`src/rtl/pe_pkg.sv`:
```
// Shared PE definitions: psum word width, destination codes
// and the opsum drain state encoding.
package pe_pkg;

  localparam int DATA_WIDTH_PSUM = 64;

  localparam logic DEST_NEIGHBOUR = 1'b0;
  localparam logic DEST_GLB       = 1'b1;

  typedef enum logic [1:0] {
    S_IDLE = 2'd0,
    S_RUN  = 2'd1,
    S_FIN  = 2'd2
  } drain_state_e;

endpackage

```
`src/rtl/opsum_skid_buffer.sv`:
```
// Two-entry FIFO holding fetched opsum words between the
// registered FIFO read and the selected destination.
module opsum_skid_buffer
  import pe_pkg::*;
#(
  parameter int W = pe_pkg::DATA_WIDTH_PSUM
) (
  input  logic         clk,
  input  logic         reset,
  input  logic         push,
  input  logic [W-1:0] wdata,
  input  logic         pop,
  output logic [W-1:0] rdata,
  output logic [1:0]   occ
);

  logic [W-1:0] mem_q [2];
  logic         wr_ptr_q, wr_ptr_d;
  logic         rd_ptr_q, rd_ptr_d;
  logic [1:0]   cnt_q, cnt_d;

  // pointer and occupancy bookkeeping
  always_comb begin
    wr_ptr_d = wr_ptr_q ^ push;
    rd_ptr_d = rd_ptr_q ^ pop;
    cnt_d    = cnt_q + {1'b0, push} - {1'b0, pop};
  end

  // storage and pointer registers
  always_ff @(posedge clk or posedge reset) begin
    if (reset) begin
      for (int i = 0; i < 2; i++) mem_q[i] <= '0;
      wr_ptr_q <= 1'b0;
      rd_ptr_q <= 1'b0;
      cnt_q    <= 2'd0;
    end else begin
      if (push) mem_q[wr_ptr_q] <= wdata;
      wr_ptr_q <= wr_ptr_d;
      rd_ptr_q <= rd_ptr_d;
      cnt_q    <= cnt_d;
    end
  end

  assign rdata = mem_q[rd_ptr_q];
  assign occ   = cnt_q;

endmodule

```
`src/rtl/opsum_drain.sv`:
```
// Drains packed opsum words from the PE opsum FIFO to either
// the neighbour ipsum FIFO or a GLB write port, one pass at a time.
module opsum_drain
  import pe_pkg::*;
#(
  parameter int DATA_WIDTH_PSUM = pe_pkg::DATA_WIDTH_PSUM,
  parameter int CNT_WIDTH       = 8,
  parameter int ADDR_WIDTH      = 10
) (
  input  logic                       clk,
  input  logic                       reset,
  input  logic                       configure,
  input  logic                       dest_sel,
  input  logic [CNT_WIDTH-1:0]       word_count,
  input  logic [ADDR_WIDTH-1:0]      glb_base,
  output logic                       busy,
  output logic                       done,
  input  logic [DATA_WIDTH_PSUM-1:0] opsum,
  input  logic                       opsum_fifo_empty,
  output logic                       pop_opsum,
  output logic [DATA_WIDTH_PSUM-1:0] ipsum_out,
  output logic                       push_ipsum,
  input  logic                       ipsum_fifo_full,
  output logic [DATA_WIDTH_PSUM-1:0] glb_wdata,
  output logic [ADDR_WIDTH-1:0]      glb_waddr,
  output logic                       glb_wr_en,
  input  logic                       glb_ready
);

  localparam int DW = DATA_WIDTH_PSUM;

  drain_state_e          state_q, state_d;
  logic                  dest_q, dest_d;
  logic [CNT_WIDTH-1:0]  count_q, count_d;
  logic [CNT_WIDTH-1:0]  fetched_q, fetched_d;
  logic [CNT_WIDTH-1:0]  accepted_q, accepted_d;
  logic [ADDR_WIDTH-1:0] addr_q, addr_d;
  logic                  inflight_q;
  logic                  busy_q, done_q;
  logic [DW-1:0]         ipsum_q, wdata_q;
  logic [ADDR_WIDTH-1:0] waddr_q;

  logic                  run, head_valid, drain;
  logic                  nb_push, glb_wr, glb_acc;
  logic                  buf_push, buf_pop, pop;
  logic [1:0]            occ;
  logic [2:0]            room;
  logic [DW-1:0]         buf_rdata, head;

  opsum_skid_buffer #(.W(DW)) u_buf (
    .clk   (clk),
    .reset (reset),
    .push  (buf_push),
    .wdata (opsum),
    .pop   (buf_pop),
    .rdata (buf_rdata),
    .occ   (occ)
  );

  // head selection with bypass of the word arriving this cycle
  always_comb begin
    run        = (state_q == S_RUN);
    head_valid = (occ != 2'd0) | inflight_q;
    head       = (occ != 2'd0) ? buf_rdata : opsum;
    nb_push    = run & (dest_q == DEST_NEIGHBOUR)
               & head_valid & ~ipsum_fifo_full;
    glb_wr     = run & (dest_q == DEST_GLB) & head_valid;
    glb_acc    = glb_wr & glb_ready;
    drain      = nb_push | glb_acc;
    buf_pop    = drain & (occ != 2'd0);
    buf_push   = inflight_q & ~(drain & (occ == 2'd0));
    room       = {1'b0, occ} + {2'b00, inflight_q}
               - {2'b00, drain};
    pop        = run & ~opsum_fifo_empty
               & (fetched_q < count_q) & (room < 3'd2);
  end

  // destination ports; idle side holds its last value
  always_comb begin
    pop_opsum  = pop;
    push_ipsum = nb_push;
    glb_wr_en  = glb_wr;
    ipsum_out  = (run & (dest_q == DEST_NEIGHBOUR) & head_valid)
               ? head : ipsum_q;
    glb_wdata  = glb_wr ? head : wdata_q;
    glb_waddr  = glb_wr ? addr_q : waddr_q;
    busy       = busy_q;
    done       = done_q;
  end

  // pass sequencing and counters
  always_comb begin
    state_d    = state_q;
    dest_d     = dest_q;
    count_d    = count_q;
    fetched_d  = fetched_q;
    accepted_d = accepted_q;
    addr_d     = addr_q;
    unique case (state_q)
      S_IDLE: begin
        if (configure) begin
          dest_d     = dest_sel;
          count_d    = word_count;
          addr_d     = glb_base;
          fetched_d  = '0;
          accepted_d = '0;
          state_d    = (word_count != '0) ? S_RUN : S_FIN;
        end
      end
      S_RUN: begin
        if (pop) fetched_d = fetched_q + CNT_WIDTH'(1);
        if (glb_acc) addr_d = addr_q + ADDR_WIDTH'(1);
        if (drain) begin
          accepted_d = accepted_q + CNT_WIDTH'(1);
          if (accepted_q == count_q - CNT_WIDTH'(1))
            state_d = S_FIN;
        end
      end
      S_FIN:   state_d = S_IDLE;
      default: state_d = S_IDLE;
    endcase
  end

  // state, registered status outputs and hold registers
  always_ff @(posedge clk or posedge reset) begin
    if (reset) begin
      state_q    <= S_IDLE;
      dest_q     <= DEST_NEIGHBOUR;
      count_q    <= '0;
      fetched_q  <= '0;
      accepted_q <= '0;
      addr_q     <= '0;
      inflight_q <= 1'b0;
      busy_q     <= 1'b0;
      done_q     <= 1'b0;
      ipsum_q    <= '0;
      wdata_q    <= '0;
      waddr_q    <= '0;
    end else begin
      state_q    <= state_d;
      dest_q     <= dest_d;
      count_q    <= count_d;
      fetched_q  <= fetched_d;
      accepted_q <= accepted_d;
      addr_q     <= addr_d;
      inflight_q <= pop;
      busy_q     <= (state_d == S_RUN);
      done_q     <= (state_d == S_FIN);
      ipsum_q    <= ipsum_out;
      wdata_q    <= glb_wdata;
      waddr_q    <= glb_waddr;
    end
  end

endmodule

```
`config.mk`:
```
export PLATFORM = sky130hd
export DESIGN_NAME = opsum_drain
export DESIGN_NICKNAME = d
export VERILOG_FILES = /design/src/rtl/pe_pkg.sv /design/src/rtl/opsum_skid_buffer.sv /design/src/rtl/opsum_drain.sv
export SDC_FILE = /design/constraint.sdc
export NUM_CORES = 1
export LEC_CHECK = 0
export ABC_AREA = 1
export CORE_ASPECT_RATIO = 1.75
export CORE_MARGIN = 1
export CORE_UTILIZATION = 50
export CTS_CLUSTER_DIAMETER = 60
export DETAILED_ROUTE_END_ITERATION = 8
export HOLD_SLACK_MARGIN = 0.1
export PLACE_DENSITY = 0.81
export SLEW_MARGIN = 20
export SYNTH_ARGS = -nofsm -noshare
export SYNTH_HDL_FRONTEND = slang
export SYNTH_SLANG_ARGS = --single-unit
```
`constraint.sdc`:
```
create_clock -name clk -period 16.9 [get_ports clk]
set_input_delay 2.535 -clock clk [delete_from_list [all_inputs] [get_ports clk]]
set_output_delay 2.535 -clock clk [all_outputs]
set_load 0.02 [all_outputs]
```
Yosys cells after proc, flatten, opt, wreduce, memory -nomap -nowiden
Index checks and enable logic that the tools add are counted.
{"block": "op_classes", "addsub": 8, "magnitude_cmp": 5, "eq_ne": 8, "n_mux": 23, "bitwise_logic": 22, "reduce_logical": 10}
{"operator": "two-way mux 64 bit", "n": 7}
{"operator": "bitwise mux 128 bit", "n": 1}
{"operator": "demux 64 bit (select 1 bit)", "n": 1}
{"operator": "one-hot mux 8 bit (2 select lines)", "n": 2}
{"operator": "two-way mux 10 bit", "n": 3}
{"operator": "two-way mux 8 bit", "n": 3}
{"operator": "one-hot mux 10 bit (2 select lines)", "n": 1}
{"operator": "adder 8 x 1 -> 8 bit (second input constant)", "n": 2}
{"operator": "bitwise AND 1 bit", "n": 12}
{"operator": "adder 10 x 1 -> 10 bit (second input constant)", "n": 1}
{"operator": "AND reduction 3 bit", "n": 3}
{"operator": "equality test 8 bit", "n": 1}
{"operator": "< comparator 8 bit", "n": 1}
{"operator": "two-way mux 2 bit", "n": 4}
{"operator": "nonzero test 8 bit", "n": 1}
{"operator": "subtractor 8 x 1 -> 8 bit (second input constant)", "n": 1}
{"operator": "!= test 2 x 1 -> 1 bit (second input constant)", "n": 3}
{"operator": "equality test 2 x 1 -> 1 bit (second input constant)", "n": 2}
{"operator": "greater-or-equal comparator 2 bit (second input constant)", "n": 2}
{"operator": "logical NOT 2 bit", "n": 2}
{"operator": "NOT 1 bit", "n": 4}
{"operator": "NOT 1 -> 2 bit", "n": 2}
{"operator": "one-hot mux 2 bit (2 select lines)", "n": 1}
{"operator": "nonzero test 2 bit", "n": 2}
{"operator": "12 further kinds", "n": 14}
{"block": "totals", "ff_bits": 310, "inputBits": 89, "out_inout_bits": 143, "elab_cells": 93}

Logic depth before layout (Yosys ltp)
{"block": "depth", "word_depth": 10, "ltp_mapped": 15, "depth_no_buf": 14}

By module
A second synthesis with hierarchy kept.
{"block": "unflattened", "hier_cells": 1680, "area_unflattened_um2": 14212.4}
{"module": "opsum_drain", "n_inst": 1, "cells_each": 975, "area_per_inst_um2": 8351.8, "seq_area_each_um2": 4454.3}
{"module": "opsum_skid_buffer", "n_inst": 1, "cells_each": 705, "area_per_inst_um2": 5860.6, "seq_area_each_um2": 3303.2}

Least setup slack after synthesis
Ideal clock, no wire load.
{"block": "synth_path", "kind": "in2out", "from": "in ipsum_fifo_full", "to": "out pop_opsum", "arrival_time_ns": 4.369, "t_required_ns": 14.365, "slack_ns": 9.996, "stages": 10, "n_path_buf": 0, "path_cell_list": "inv_1 > nand3_2 > nand2_4 > ha_1 > or2_2 > fa_1 > xor2_1 > nor2_1 > nand4_2 > inv_1"}
{"block": "synth_between", "elab_chain_cells": 6}
{"item": "from (decl)", "line": "opsum_drain.sv:23", "rtl": "input logic ipsum_fifo_full,"}
{"item": "NOT 1 bit", "line": "opsum_drain.sv:66", "rtl": "& head_valid & ~ipsum_fifo_full;"}
{"item": "bitwise AND 1 bit", "line": "opsum_drain.sv:66"}
{"item": "OR 1 bit", "line": "opsum_drain.sv:69", "rtl": "drain = nb_push | glb_acc;"}
{"item": "subtractor 3 x 1 -> 3 bit", "line": "opsum_drain.sv:73", "rtl": "- {2'b00, drain};"}
{"item": "< comparator 3 x 2 -> 1 bit", "line": "opsum_drain.sv:75", "rtl": "& (fetched_q < count_q) & (room < 3'd2);"}
{"item": "bitwise AND 1 bit", "line": "opsum_drain.sv:75"}
{"item": "to (decl)", "line": "opsum_drain.sv:20", "rtl": "output logic pop_opsum,"}
No other way between the ends.

Worst setup path in the final report
{"block": "layout_path", "from": "in glb_ready", "to": "out pop_opsum"}
{"block": "layout_between", "elab_chain_cells": 5}
{"item": "from (decl)", "line": "opsum_drain.sv:27", "rtl": "input logic glb_ready"}
{"item": "bitwise AND 1 bit", "line": "opsum_drain.sv:68", "rtl": "glb_acc = glb_wr & glb_ready;"}
{"item": "OR 1 bit", "line": "opsum_drain.sv:69"}
{"item": "subtractor 3 x 1 -> 3 bit", "line": "opsum_drain.sv:73"}
{"item": "< comparator 3 x 2 -> 1 bit", "line": "opsum_drain.sv:75"}
{"item": "bitwise AND 1 bit", "line": "opsum_drain.sv:75"}
No other way between the ends.

==> flow_summary.toml <==
[final_layout]
final_nets = 1927
utilization = 0.6431
area_growth_pct = 25.79
drive_above_1_share = 0.07863

[detailed_routing]
finalWirelength_um = 37130
drcViolationCount = 0
drt_iter0_drc = 764
ant_nets = 0
num_vias = 11710
wl_per_cell_um = 16.73
viasPerCell = 5.275
first_pass_iters = 5

[grt]
grt_pass1_vias = 12090
grtUsageMet1 = 0.2876
grtUsageMet2 = 0.4769
grt.total_usage = 0.2647
antenna_found_initial = 5
grt_max_degree = 111
grt_overflow_total = 0
grt_pass1_wl_um = 59860
met3_usage = 0.04681
busiest_layer = "met2"

[sta]
fmax_mhz = 124.2
fin_crit_sh = 0.4764
tns_ns = 0
setup_viol_count_final = 0
relSlewSlack = 0.2316
rsz0062_at_grt = "false"
final_hold_viol_count = 0
skew_ns = 0.01007
worst_pin_slew_ns = 1.153
fin_crit_ns = 8.052
slew_viol_final = 0

[setup_path]
cp.required_ns = 14.37
critPathMaxFanout = 10
cp_cell_sequence = "clkdlybuf4s50_1 > nand3_2 > nand2_4 > ha_1 > or2_2 > fa_1 > xor2_1 > nor2_1 > nand4_2 > inv_1 > clkdlybuf4s50_1"
startpoint_type = "input pin"
crit_slowest_cell = "clkdlybuf4s50_1"
critPathBufInv = 3
worstSetupEndpointType = "output pin"
worst-setup-path-type = "in2out"
cp_top_family = "buffers and inverters"
crit_path_max_incr_delay_ns = 0.61
critPathArrivalTime_ns = 5.52
path_common_cell = "clkdlybuf4s50_1"

[floorplanning]
rows = 80
die_w_um = 128.6
start_util = 0.5113
fp.dieH_um = 223.5
dieArea_mm2 = 0.02874
top_level_ports = 232
core_area_mm2 = 0.02743

[place]
portBuffers = 231
dp_hpwl_um = 24080
place_congestion = 0.8546

[clock_tree]
numCtsBuffers = 29
cts.path.max_buffers = 3
cts_resized = 0
htree_levels = 1
worstSkewPairLatency_ns = 0.56
post_cts_buffers = 0
cts_hold_buf = 0
cts_tree = "done"
clock-sinks = 310
cts.clk_slew.worst_paths_ns = 0.06
cts_root_buf = "clkbuf_16"

[outcome]
status = "finished clean"

[logic_synthesis]
synth_edf_count = 0
yosys.area.top_type_share = 0.5532
synth_area_per_cell_um2 = 8.587
yosys_warnings = 0
ys_ff_latch = 310
synth_area_leaders = "dfrtp_1 (55%), nand2_1 (16%), mux2_2 (4.7%), o21ai_0 (3.6%), a21oi_1 (3.6%)"
synth_nets = 1739
ys_async_sr_fraction = 1.000
netlist_top_cells_count = "nand2_1 (605), dfrtp_1 (310), inv_1 (122)"
netlist_area_mm2 = 0.01402
synth_cell_types = 38
syn-instance-count = 1633
ys.flop_type = "dfrtp_1"
ys_seq_area_frac = 0.5532
synth_most_common_cell = "nand2_1"
yosysTopAreaCell = "dfrtp_1"

[run]
maxCapViolCount = 0

[power]
p_leak_nw = 8.532
power_density_mw_per_mm2 = 254.9
power_mw = 4.497
ir_drop_uv = 299.6

[hold_path]
worstHoldPathType = "reg2reg"
==> report_power, final <==
group	total (mW)	internal, mW	leakage, nW	switching (mW)
logic	2.51	0.973	4.21	1.54
clock network	0.726	0.434	0.520	0.292
registers	1.26	1.10	3.80	0.156
==> cells by family (layout without fill, tap and decap cells) <==
group                    Yosys count  count (layout)  synth area share
flip-flops                       310             310            0.5532
buffers and inverters            215             426           0.06255
multiplexers                      58              58           0.04658
other                              0               6                 0
XOR/XNOR                          16              16          0.009993
AND/OR/NAND/NOR                  767             767            0.2150
adder cells (fa/ha/maj)           17              17           0.01570
AO/OA/AOI/OAI                    250             250           0.09699
==> final cells by class <==
type | count | area, um^2
Clock buffer | 37 | 815.8
Multi-Input combinational cell | 1108 | 5423
Inverter | 128 | 490.5
Clock inverter | 17 | 254.0
Antenna cell | 6 | 15.01
Tap cell | 369 | 461.7
Timing Repair Buffer | 244 | 2421
Sequential cell | 310 | 7757
Fill cell | 2259 | 9788
==> worst paths after layout <==
kind,startpoint,to,slack [ns],cells after the start
worst max-delay path,glb_ready,pop_opsum,8.85,11
worst min-delay path,ipsum_q[8],ipsum_q[8],0.47,2
worst max register to register,u_buf.occ[1],fetched_q[1],13.13,13
worst min register to register,ipsum_q[8],ipsum_q[8],0.47,2
max in group asynchronous,reset,count_q[4],12.34,4
min in group asynchronous,reset,wdata_q[39],2.52,2
==> routing by layer <==
| metal | vias to the layer above | routed length, um |
|---|---|---|
| li1 | 5575 | - |
| met1 | 5712 | 13810 |
| met2 | 326 | 19580 |
| met3 | 92 | 1793 |
| met4 | 0 | 1942 |
| met5 | - | 0 |
==> metrics by stage <==
step	instances	setup slack, ns	area (um^2)	hold WS, ns
6_report	2219	8.848	17640	0.4726
3_3_place_gp	2159	8.881	16540	0.4572
3_5_place_dp	2159	8.818	16540	0.4618
5_1_grt	2218	8.691	17640	0.4901
4_1_cts	2213	8.831	17610	0.4776
2_1_floorplan	1633	5.792	14020	0.4750
==> worst register-to-register path, cell delays in order (launching register included) <==
cell	delay [ns]
dfrtp_1	0.47
nor2_4	0.74
nand2_2	0.25
nand3_2	0.20
nand2_4	0.10
ha_1	0.27
or2_2	0.30
fa_1	0.38
xor2_1	0.15
nor2_1	0.13
nand4_2	0.27
nand2_1	0.31
nand2_1	0.09
nand2_1	0.07
==> sequential cells by signal, indices dropped and copies added, names as in the netlist <==
register / flops
done: 1
wdata_q: 64
inflight_q: 1
u_buf.rd_ptr_q: 1
u_buf.wr_ptr_q: 1
busy: 1
state_q: 2
count_q: 8
ipsum_q: 64
u_buf.occ: 2
accepted_q: 8
waddr_q: 10
u_buf.mem_q: 128
dest_q: 1
addr_q: 10
fetched_q: 8
==> layout by cell type (no fill, tap or decap), drive strengths merged <==
master / Yosys / layout
a21o: 1 / 1
nor3: 11 / 11
xnor2: 5 / 5
clkinvlp: 0 / 3
a22oi: 3 / 3
fa: 1 / 1
a21boi: 1 / 1
ha: 16 / 16
o22ai: 2 / 2
bufinv: 0 / 6
clkdlybuf4s50: 0 / 231
xor2: 11 / 11
nand4: 2 / 2
mux2: 58 / 58
nor2: 103 / 103
inv: 127 / 126
o211ai: 37 / 37
nand2: 609 / 609
a21oi: 100 / 100
nor3b: 2 / 2
nor4: 2 / 2
dfrtp: 310 / 310
diode: 0 / 6
buf: 50 / 13
clkbuf: 37 / 37
nand3b: 1 / 1
nand3: 35 / 35
o21ai: 105 / 105
clkinv: 1 / 10
or2: 2 / 2
a31oi: 1 / 1
(Power assumes the default switching activity.)
